`src/rtl/bram_access_ctrl.sv`:
```
// rtl/bram_access_ctrl.sv - valid/ready request stream to single-port Bram initiator (optional macro BRAM_ACCESS_CTRL_WRITE_RESP_EN)
module bram_access_ctrl #(
  parameter int  P_WIDTH = 32,
  parameter int  P_SIZE  = 256,
  localparam int AW      = $clog2(P_SIZE),
  localparam int BW      = P_WIDTH / 8
) (
  input  logic               clk,
  input  logic               rst_n,
  input  logic               iReqValid,
  output logic               oReqReady,
  input  logic               iReqWe,
  input  logic [AW-1:0]      iReqAddr,
  input  logic [BW-1:0]      iReqBe,
  input  logic [P_WIDTH-1:0] iReqData,
  output logic               oRespValid,
  input  logic               iRespReady,
  output logic [P_WIDTH-1:0] oRespData,
  output logic               oRamEn,
  output logic               oRamWe,
  output logic [AW-1:0]      oRamAddr,
  output logic [P_WIDTH-1:0] oRamData,
  input  logic [P_WIDTH-1:0] iRamData
);

  typedef enum logic [2:0] {
    S_IDLE,
    S_RD,
    S_RD_WAIT,
    S_WR,
    S_RESP
  } state_t;

  // Where a finished write goes: a completion beat, or straight back to idle.
`ifdef BRAM_ACCESS_CTRL_WRITE_RESP_EN
  localparam state_t S_DONE = S_RESP;
`else
  localparam state_t S_DONE = S_IDLE;
`endif

  localparam logic [BW-1:0] BE_ALL = {BW{1'b1}};

  state_t               state_q, state_d;
  logic                 we_q;
  logic [AW-1:0]        addr_q;
  logic [BW-1:0]        be_q;
  logic [P_WIDTH-1:0]   data_q;
  logic [P_WIDTH-1:0]   resp_data_q;
  logic [P_WIDTH-1:0]   merged;
  logic                 accept;

  assign accept = iReqValid && (state_q == S_IDLE);

  // Byte merge of the write data over the word just read back from Bram.
  always_comb begin
    merged = iRamData;
    for (int b = 0; b < BW; b++) begin
      if (be_q[b]) merged[8*b +: 8] = data_q[8*b +: 8];
    end
  end

  // Next state and Bram strobes, decoded from the registered state only.
  always_comb begin
    state_d   = state_q;
    oReqReady = 1'b0;
    oRamEn    = 1'b0;
    oRamWe    = 1'b0;
    case (state_q)
      S_IDLE: begin
        oReqReady = 1'b1;
        if (iReqValid) begin
          if (!iReqWe)               state_d = S_RD;
          else if (iReqBe == BE_ALL) state_d = S_WR;
          else if (iReqBe == '0)     state_d = S_DONE;
          else                       state_d = S_RD;
        end
      end
      S_RD: begin
        oRamEn  = 1'b1;
        state_d = S_RD_WAIT;
      end
      S_RD_WAIT: begin
        state_d = we_q ? S_WR : S_RESP;
      end
      S_WR: begin
        oRamEn  = 1'b1;
        oRamWe  = 1'b1;
        state_d = S_DONE;
      end
      S_RESP: begin
        if (iRespReady) state_d = S_IDLE;
      end
      default: state_d = S_IDLE;
    endcase
  end

  // State register.
  always_ff @(posedge clk or negedge rst_n) begin
    if (!rst_n) state_q <= S_IDLE;
    else        state_q <= state_d;
  end

  // Request latches, read-modify-write merge and response data capture.
  always_ff @(posedge clk or negedge rst_n) begin
    if (!rst_n) begin
      we_q        <= 1'b0;
      addr_q      <= '0;
      be_q        <= '0;
      data_q      <= '0;
      resp_data_q <= '0;
    end else begin
      if (accept) begin
        we_q   <= iReqWe;
        addr_q <= iReqAddr;
        be_q   <= iReqBe;
        data_q <= iReqData;
`ifdef BRAM_ACCESS_CTRL_WRITE_RESP_EN
        if (iReqWe) resp_data_q <= '0;
`endif
      end
      if (state_q == S_RD_WAIT) begin
        if (we_q) data_q      <= merged;
        else      resp_data_q <= iRamData;
      end
    end
  end

  assign oRespValid = (state_q == S_RESP);
  assign oRespData  = resp_data_q;
  assign oRamAddr   = addr_q;
  assign oRamData   = data_q;

endmodule

```
`config.mk`:
```
export PLATFORM = sky130hd
export DESIGN_NAME = bram_access_ctrl
export DESIGN_NICKNAME = d
export VERILOG_FILES = /design/src/rtl/bram_access_ctrl.sv
export SDC_FILE = /design/constraint.sdc
export NUM_CORES = 1
export LEC_CHECK = 0
export ABC_AREA = 0
export CAP_MARGIN = 20
export CORE_MARGIN = 2
export CORE_UTILIZATION = 37
export DETAILED_ROUTE_END_ITERATION = 12
export PLACE_DENSITY_LB_ADDON = 0.15
export SKIP_LAST_GASP = 1
export SYNTH_ARGS = -nofsm -noshare
export SYNTH_HDL_FRONTEND = slang
export SYNTH_SLANG_ARGS = --single-unit
```
`constraint.sdc`:
```
create_clock -name clk -period 1.72 [get_ports clk]
set_input_delay 0.43 -clock clk [delete_from_list [all_inputs] [get_ports clk]]
set_output_delay 0.43 -clock clk [all_outputs]
set_load 0.005 [all_outputs]
```
==> flow_metrics.py, run 1 <==
metrics = {
    "synthesis": {
        "synth_fp_nets": 341,
        "ys_seq_area_share_pct": 59.6,
        "netlist.area_leader.share_pct": 59.6,
        "ys.flop_type": "dfrtp_1",
        "ys_types": 25,
        "synth_area_leaders": "dfrtp_1, mux2_2, o32ai_1",
        "async_reset_ff_share_pct": 100,
        "synth_edf_count": 0,
        "synth_area_sq_um": 3360,
        "avgSynthCellArea_sq_um": 12.9,
        "ys_ff_latch": 80,
        "synthCells": 260,
        "synth_top_area_cell": "dfrtp_1",
        "ys_warn_count": 0,
    },
    "grt": {
        "overflow": 0,
        "grt_start_max_net_pins": 81,
        "grt_pass1_wl_um": 15300,
        "antenna_found_initial": 0,
        "grt_pass1_vias": 2952,
        "track_usage_pct": 19.5,
    },
    "die": {
        "die_area_sq_um": 9860,
        "row_count": 34,
        "coreArea_sq_um": 8760,
        "ioPinCount": 157,
        "die_h_um": 99.3,
        "die_w_um": 99.3,
        "initial_utilization_pct": 38.3,
    },
    "timing": {
        "rsz0062_at_grt": "true",
        "drv_slew": 0,
        "fmax_ghz": 0.564,
        "min_period_over_period_pct": 103,
        "fin_ws_ns": -0.0531,
        "fin_crit_ns": 1.77,
        "hold_violations": 0,
        "finalClockSkew_ns": 0.00777,
        "fin_tns_setup_ns": -1.04,
        "worst_pin_slew_ns": 0.474,
        "setup_violations": 54,
        "relSlewSlack_pct": 68.4,
    },
    "cts": {
        "holdBufCountCts": 0,
        "cts_max_level": 3,
        "cts_max_path_buffers": 2,
        "cts-buffers-inserted": 9,
        "clk_latency_ns": 0.34,
        "root_buffer": "clkbuf_8",
        "cts_tree": "yes",
        "clkSinkCount": 80,
        "clk_pin_slew_ns": 0.08,
    },
    "worst_setup_path": {
        "reg2regPathDepth": 6,
        "cp_max_fo": 13,
        "crit_type": "register to register",
        "max_stage_delay_ns": 0.44,
        "cp.required_ns": 1.94,
        "path_cells": "buf_6 > buf_4 > nor4b_4 > buf_6 > buf_12 > mux2_2",
        "cp-start-kind": "register",
        "crit_top_cell": "buf_6",
        "crit_path_top_delay_cell": "dfrtp_2",
        "timing.reg2reg.setup_slack_ns": -0.05,
        "reg2reg_from": "state_q[0]$_DFFE_PN0P_",
        "critPathTopFamily": "buffers and inverters",
        "critical_path_buf_inv_count": 4,
        "cp-end-kind": "register",
        "crit_arrival_ns": 2.00,
        "r2r_end": "oRespData[13]$_DFFE_PN0P_",
    },
    "status": {
        "status": "finished with violations",
        "violations": "negative setup slack",
    },
    "power": {
        "p_switching_uw": 3320,
        "switching_share_pct": 31.8,
        "combPwrFrac_pct": 52.3,
        "leakage_uw": 0.00252,
        "intPower_uw": 7100,
        "power.total_uw": 10400,
        "p_per_area_nw_per_um2": 1790,
        "vdd_ir_drop_max_mv": 0.888,
        "power.share.clock_pct": 14.2,
        "p_seq_share_pct": 33.6,
    },
    "drt": {
        "wl_um": 10000,
        "drt_first_iter_violations": 68,
        "drcViolationCount": 0,
        "vias": 2855,
        "drtAntennaViolNets": 0,
        "avgViaCountPerCell": 5.13,
        "dr.pass1.iters": 4,
        "post_drt_wl_per_cell_um": 18.1,
    },
    "cells_and_area": {
        "nNetsFinal": 524,
        "layout-drive-gt1-share_pct": 33.3,
        "final_area_sq_um": 5820,
        "final_util_pct": 66.4,
        "diodes": 0,
        "fillers": 669,
        "fin_cells": 556,
        "area_growth_pct": 73.1,
    },
    "placed_design": {
        "post-dp-hpwl_um": 6530,
        "dp_cells": 526,
        "routabilityCongestion": 0.789,
        "place_area_sq_um": 5160,
        "numPortBuffers": 156,
    },
    "flow_run": {
        "drv_cap": 0,
    },
    "worst_hold_path": {
        "hold_path.class": "input pin to asynchronous set/reset pin",
    },
}
## registers in the layout (all words and copies together), names as in the netlist
| signal | flops |
|---|---|
| oRamData | 32 |
| oRespData | 32 |
| oRamAddr | 8 |
| be_q | 4 |
| state_q | 3 |
| we_q | 1 |
## worst register-to-register path: stages (launching register included)
cell and delay, ns:
dfrtp_2 0.44, buf_6 0.14, buf_4 0.13, nor4b_4 0.28, buf_6 0.17, buf_12 0.16, mux2_2 0.35
## stage by stage
stage | hold slack, ns | setup WS, ns
2_1_floorplan | 0.134 | 0.0312
3_3_place_gp | 0.489 | -0.397
3_5_place_dp | 0.494 | -0.437
4_1_cts | 0.118 | -0.0706
5_1_grt | 0.124 | -0.106
6_report | 0.102 | -0.0531
## kinds of logic (layout without fill, tap and decap cells)
kind of cell,count (synthesis),after routing,synth area share [%]
simple gates,12,13,3.09
flops,80,80,59.6
buf+inv,50,237,6.15
mux,49,49,16.6
compound gates,69,69,14.5
## Yosys cell counts, types with 2 or more instances
cell type and number:
buf_2 3, dfrtp_1 80, inv_1 33, buf_6 2
mux2_2 47, mux2_4 2, a21oi_2 4, clkbuf_1 8
buf_1 4, a21o_1 2, a21oi_1 30, o32ai_1 32
## worst max-delay path by stage
stage / cells past startpoint / start / endpoint
6_report: 6 / state_q[0]$_DFFE_PN0P_ / oRespData[13]$_DFFE_PN0P_
2_1_floorplan: 6 / state_q[2]$_DFFE_PN0P_ / oRamData[29]$_DFFE_PN0P_
3_5_place_dp: 4 / iReqValid / oRamData[10]$_DFFE_PN0P_
3_3_place_gp: 4 / iReqValid / oRamAddr[5]$_DFFE_PN0N_
5_1_grt: 6 / state_q[0]$_DFFE_PN0P_ / oRespData[12]$_DFFE_PN0P_
4_1_cts: 3 / state_q[1]$_DFFE_PN0P_ / oReqReady
## layout by cell type, fill, tap and decap left out
master | synthesis | final
and2_1 | 1 | 1
or4b_4 | 1 | 2
clkbuf_16 | 0 | 1
bufinv_16 | 0 | 2
o32ai_1 | 32 | 23
nand4bb_4 | 0 | 1
nor2_2 | 0 | 1
mux2_4 | 2 | 21
dlymetal6s2s_1 | 0 | 1
clkdlybuf4s50_1 | 0 | 149
nand4b_1 | 1 | 1
buf_12 | 0 | 4
clkbuf_8 | 0 | 9
dlygate4sd2_1 | 0 | 1
nor3_1 | 1 | 1
nor4b_4 | 0 | 1
clkbuf_1 | 8 | 1
clkinv_2 | 0 | 3
nor2b_1 | 1 | 1
and3b_1 | 1 | 1
buf_2 | 3 | 1
inv_1 | 33 | 33
bufbuf_16 | 0 | 1
mux2_2 | 47 | 28
o211ai_1 | 1 | 1
a21oi_1 | 30 | 2
and4_1 | 1 | 1
buf_6 | 2 | 5
a21oi_2 | 4 | 32
buf_4 | 0 | 20
buf_8 | 0 | 2
clkinv_4 | 0 | 1
dfrtp_2 | 0 | 1
a21o_1 | 2 | 2
o32ai_2 | 0 | 9
or4b_2 | 1 | 1
clkbuf_2 | 0 | 3
dfrtp_1 | 80 | 79
nand2b_1 | 1 | 1
## cell type report
type	instances	area (sq um)	area share [%]
Sequential cell	80	2000	34.4
Timing Repair Buffer	188	1910	32.8
Multi-Input combinational cell	131	1440	24.7
Tap cell	108	135	2.32
Clock buffer	10	128	2.19
Inverter	33	124	2.13
Clock inverter	6	83.8	1.44
## power groups by stage
stage                     registers, uW  clock network (uW)  logic, uW
final                              3500                1480       5450
after global routing               3630                1590       5830
after CTS                          3480                1510       5000
after detailed placement           3510                   0       4500
after global placement             3470                   0       4410
after floorplan                    3410                   0       1900
## timing repair
item                                    in CTS  in global routing
resized for setup                           47                 39
endpoints found under the setup margin      29                 79
pin swaps                                   20                 16
setup buffers                                5                  5
gates cloned                                 2                  2
## per-layer routing
metal | track usage, % | vias up | part of all wire [%]
met4 | 4.11 | 0 | 1.6
met2 | 32.5 | 100 | 49
met3 | 6.04 | 12 | 7.1
li1 | - | 1315 | -
met5 | 0 | - | 0
met1 | 25.2 | 1428 | 42
(Power assumes the default switching activity.)
==> run 2: changes to the inputs <==
--- a/config.mk
+++ b/config.mk
@@ -8,7 +8,7 @@
 export ABC_AREA = 0
 export CAP_MARGIN = 20
 export CORE_MARGIN = 2
-export CORE_UTILIZATION = 37
+export CORE_UTILIZATION = 41
 export DETAILED_ROUTE_END_ITERATION = 12
 export PLACE_DENSITY_LB_ADDON = 0.15
 export SKIP_LAST_GASP = 1
==> constraint.sdc (replaced) <==
create_clock -name clk -period 2 [get_ports clk]
set_input_delay 0.5 -clock clk [delete_from_list [all_inputs] [get_ports clk]]
set_output_delay 0.5 -clock clk [all_outputs]
set_load 0.005 [all_outputs]
==> flow_metrics.py, run 2 (synthesis results as in run 1) <==
metrics = {
    "status": {
        "status": "complete, no violations",
    },
    "cells_and_area": {
        "final_area_sq_um": 5390,
        "area_growth_pct": 60.4,
        "diodes": 0,
        "final_util_pct": 66.6,
        "mostFrequentLayoutCells": "clkdlybuf4s50_1, dfrtp_1, mux2_2",
        "layout_commonest_cell": "clkdlybuf4s50_1",
        "layout-drive-gt1-share_pct": 22.7,
        "nNetsFinal": 514,
    },
    "timing": {
        "fin_tns_setup_ns": 0,
        "finalClockSkew_ns": 0.0106,
        "relSlewSlack_pct": 75.5,
        "setup_violations": 0,
        "drv_slew": 0,
        "hold_violations": 0,
        "fin_ws_ns": 0.0802,
        "fin_crit_ns": 1.92,
        "fmax_ghz": 0.521,
        "rsz0062_at_grt": "false",
        "min_period_over_period_pct": 96.0,
        "worst_pin_slew_ns": 0.368,
    },
    "die": {
        "row_count": 33,
        "coreArea_sq_um": 8090,
        "die_area_sq_um": 8930,
        "ioPinCount": 157,
        "die_h_um": 94.5,
        "initial_utilization_pct": 41.5,
        "die_w_um": 94.5,
    },
    "worst_setup_path": {
        "reg2reg_from": "state_q[1]$_DFFE_PN0P_",
        "cp_max_fo": 15,
        "reg2regPathDepth": 4,
        "crit_arrival_ns": 2.17,
        "crit_type": "input pin to register",
        "r2r_end": "oRamData[17]$_DFFE_PN0P_",
        "cp.required_ns": 2.25,
        "cp-endpoint": "oRamData[17]$_DFFE_PN0P_",
        "cp-start-kind": "input pin",
        "crit_start": "iReqValid",
        "timing.reg2reg.setup_slack_ns": 0.08,
        "cp-end-kind": "register",
    },
    "cts": {
        "cts_tree": "yes",
        "cts_max_level": 3,
        "clkSinkCount": 80,
        "clk_latency_ns": 0.33,
        "cts_max_path_buffers": 2,
        "cts-buffers-inserted": 9,
        "clk_pin_slew_ns": 0.08,
        "root_buffer": "clkbuf_8",
    },
    "grt": {
        "track_usage_pct": 20.3,
        "antenna_found_initial": 0,
        "grt_pass1_vias": 2828,
        "grt_start_max_net_pins": 48,
        "grt_pass1_wl_um": 14000,
        "overflow": 0,
    },
    "placed_design": {
        "numPortBuffers": 156,
        "place_area_sq_um": 5140,
        "pre_cts_ws_ns": -0.271,
        "routabilityCongestion": 0.798,
        "post-dp-hpwl_um": 6610,
    },
    "drt": {
        "drtAntennaViolNets": 0,
        "wl_um": 8870,
        "drt_first_iter_violations": 80,
        "drcViolationCount": 0,
        "dr.pass1.iters": 4,
        "vias": 2741,
        "post_drt_wl_per_cell_um": 16.4,
        "avgViaCountPerCell": 5.06,
    },
    "power": {
        "p_per_area_nw_per_um2": 1480,
        "leakage_uw": 0.00231,
        "power.total_uw": 7980,
        "vdd_ir_drop_max_mv": 0.744,
    },
    "worst_hold_path": {
        "hold_path.class": "register to register",
    },
    "flow_run": {
        "drv_cap": 0,
    },
}
run 2: cell types whose count changed in the layout (fill, tap and decap cells not counted), sizes merged:
cell,delta
buf,-9
bufbuf,-1
bufinv,-1
clkbuf,-4
clkdlybuf4s50,+3
clkinv,-3
clkinvlp,+3
dlygate4sd2,+1
dlygate4sd3,+1
or4b,-1
run 2: critical path, stage by stage:
cell and delay (ns):
clkdlybuf4s50_1 0.50, or4b_4 0.60, mux2_2 0.39, a21oi_1 0.18
run 2: worst min path at each step:
stage	end	startpoint	cells after the start	slack [ns]
4_1_cts	oRespData[5]$_DFFE_PN0P_	rst_n	2	0.51
3_5_place_dp	oRespData[2]$_DFFE_PN0P_	rst_n	1	0.33
3_3_place_gp	oRespData[2]$_DFFE_PN0P_	rst_n	1	0.33
5_1_grt	oRespData[5]$_DFFE_PN0P_	rst_n	2	0.52
2_1_floorplan	be_q[0]$_DFFE_PN0N_	rst_n	0	0.20
6_report	oRespData[9]$_DFFE_PN0P_	oRespData[9]$_DFFE_PN0P_	1	0.51
run 2: final cells by class:
class	count	area, sq um
clock inverters	5	57.6
repair buffers	179	1760
well taps	105	131
inverters	33	124
flip-flops and latches	80	2010
clock buffers	10	138
multi-input cells	130	1170
fillers	652	2710
run 2: report_power, final:
part	leakage (uW)	internal (uW)	switching, uW
Clock	0.0000904	602	563
Combinational	0.00130	2450	1370
Sequential	0.000919	2450	547
run 2: layer usage:
layer | global-route usage [%] | vias to the layer above | routed length, um
met5 | 0 | - | 0
met4 | 6.76 | 0 | 126
met3 | 4.55 | 11 | 595
met2 | 33.3 | 97 | 4390
met1 | 27.0 | 1346 | 3760
li1 | - | 1287 | -
run 2: per-stage QoR:
step           instances  hold slack, ns
2_1_floorplan        260           0.204
3_3_place_gp         522           0.328
3_5_place_dp         522           0.328
4_1_cts              540           0.508
5_1_grt              542           0.515
6_report             542           0.508
run 2: timing repair:
| action | CTS | global route |
|---|---|---|
| hold buffers | 1 | 0 |
| setup buffers | 2 | 2 |
| endpoints found under the hold margin | 6 | 0 |
| setup endpoints to repair | 3 | 2 |
| gates resized for setup | 7 | 1 |
==> run 3: changes to the inputs <==
--- a/config.mk
+++ b/config.mk
@@ -8,7 +8,7 @@
 export ABC_AREA = 0
 export CAP_MARGIN = 20
 export CORE_MARGIN = 2
-export CORE_UTILIZATION = 41
+export CORE_UTILIZATION = 40
 export DETAILED_ROUTE_END_ITERATION = 12
 export PLACE_DENSITY_LB_ADDON = 0.15
 export SKIP_LAST_GASP = 1
==> flow_metrics.py, run 3 (synthesis results as in run 1) <==
metrics = {
    "grt": {
        "use_met3_pct": 4.74,
        "use_met1_pct": 25.0,
        "overflow": 0,
        "grt_pass1_vias": 2852,
        "use_met2_pct": 32.8,
        "grt_busiest_layer": "met2",
        "track_usage_pct": 19.9,
        "grt_start_max_net_pins": 42,
        "grt_pass1_wl_um": 13900,
        "antenna_found_initial": 0,
    },
    "worst_setup_path": {
        "critPathTopFamily": "simple AND/OR/NAND/NOR gates",
        "critical_path_buf_inv_count": 1,
        "cp-start-kind": "input pin",
        "path_cells": "clkdlybuf4s50_1 > or4b_4 > mux2_2 > a21oi_1",
        "reg2regPathDepth": 4,
        "cp-end-kind": "register",
        "crit_arrival_ns": 2.16,
        "crit_path_top_delay_cell": "or4b_4",
        "cp_max_fo": 12,
        "crit_cells": 4,
        "crit_type": "input pin to register",
        "cp.required_ns": 2.26,
        "max_stage_delay_ns": 0.59,
    },
    "cts": {
        "cts_tree": "yes",
        "clk_pin_slew_ns": 0.08,
        "cts_max_path_buffers": 2,
        "root_buffer": "clkbuf_8",
        "clkSinkCount": 80,
        "cts-buffers-inserted": 9,
        "cts_max_level": 3,
        "clk_latency_ns": 0.34,
    },
    "die": {
        "row_count": 33,
        "die_w_um": 95.6,
        "initial_utilization_pct": 41.1,
        "coreArea_sq_um": 8180,
        "die_area_sq_um": 9150,
        "ioPinCount": 157,
        "die_h_um": 95.6,
    },
    "timing": {
        "finalClockSkew_ns": 0.0101,
        "worst_pin_slew_ns": 0.357,
        "fmax_ghz": 0.527,
        "min_period_over_period_pct": 94.8,
        "relSlewSlack_pct": 76.2,
        "hold_violations": 0,
        "fin_crit_ns": 1.90,
        "drv_slew": 0,
        "rsz0062_at_grt": "false",
        "setup_violations": 0,
    },
    "power": {
        "p_per_area_nw_per_um2": 1470,
        "leakage_uw": 0.00231,
        "vdd_ir_drop_max_mv": 0.722,
        "power.total_uw": 7930,
    },
    "flow_run": {
        "drv_cap": 0,
    },
    "cells_and_area": {
        "mostFrequentLayoutCells": "clkdlybuf4s50_1, dfrtp_1, mux2_2",
        "multi_input_area_sq_um": 1170,
        "area_growth_pct": 60.3,
        "fillers": 659,
        "diodes": 0,
        "final_util_pct": 65.9,
        "layout-drive-gt1-share_pct": 23.6,
        "regArea_sq_um": 2010,
        "nNetsFinal": 516,
        "layout_commonest_cell": "clkdlybuf4s50_1",
    },
    "worst_hold_path": {
        "hold_path.class": "input pin to asynchronous set/reset pin",
    },
    "placed_design": {
        "post-dp-hpwl_um": 6570,
        "numPortBuffers": 156,
        "routabilityCongestion": 0.799,
    },
    "drt": {
        "post_drt_wl_per_cell_um": 16.5,
        "drt_first_iter_violations": 72,
        "dr.pass1.iters": 4,
        "wl_um": 9000,
        "vias": 2780,
        "drcViolationCount": 0,
        "drtAntennaViolNets": 0,
        "avgViaCountPerCell": 5.10,
    },
    "status": {
        "status": "complete, no violations",
    },
}
## run 3: worst paths after layout
kind | from | to | slack, ns
max | iReqValid | oRamData[8]$_DFFE_PN0P_ | 0.10
min | rst_n | oRespData[11]$_DFFE_PN0P_ | 0.03
max reg2reg | state_q[2]$_DFFE_PN0P_ | oRamData[8]$_DFFE_PN0P_ | 0.12
min reg2reg | oRespData[15]$_DFFE_PN0P_ | oRespData[15]$_DFFE_PN0P_ | 0.51
max in group asynchronous | rst_n | oRamData[18]$_DFFE_PN0P_ | 1.41
min in group clk | oRespData[15]$_DFFE_PN0P_ | oRespData[15]$_DFFE_PN0P_ | 0.51
## run 3: report_power, final
group	internal (uW)	switching, uW
clock	476	586
sequential	2450	527
combinational	2480	1410
total	5410	2530
## run 3: stage by stage
step | instance area, sq um | TNS, ns | hold WS [ns] | worst slack (ns) | std cells
5_1_grt | 5390 | 0 | 0.0412 | 0.0182 | 545
3_3_place_gp | 5150 | -6.33 | 0.406 | -0.169 | 522
3_5_place_dp | 5150 | -8.18 | 0.407 | -0.269 | 522
2_1_floorplan | 3360 | 0 | 0.204 | 0.311 | 260
6_report | 5390 | 0 | 0.0305 | 0.104 | 545
4_1_cts | 5380 | 0 | 0.0308 | 0.0583 | 544
## run 3: metal layers
metal  vias up  share of wire, %
li1       1296                 -
met1      1368                43
met2        99                49
met3        17               6.3
met4         0               2.1
met5         -                 0
## run 3: repair_timing
item	4_1_cts	5_1_grt
endpoints found under the setup margin	4	1
setup buffers	6	1
resized for setup	9	1
hold endpoints to repair	0	0
hold buffers	0	0
## run 3: area by class of cell
type                    instances  share of cell area [%]
clock buffers                  10                    2.56
clock inverters                 6                   0.650
inverters                      33                    2.30
multi-input cells             130                    21.8
flip-flops and latches         80                    37.2
well taps                     105                    2.44
repair buffers                181                    33.1
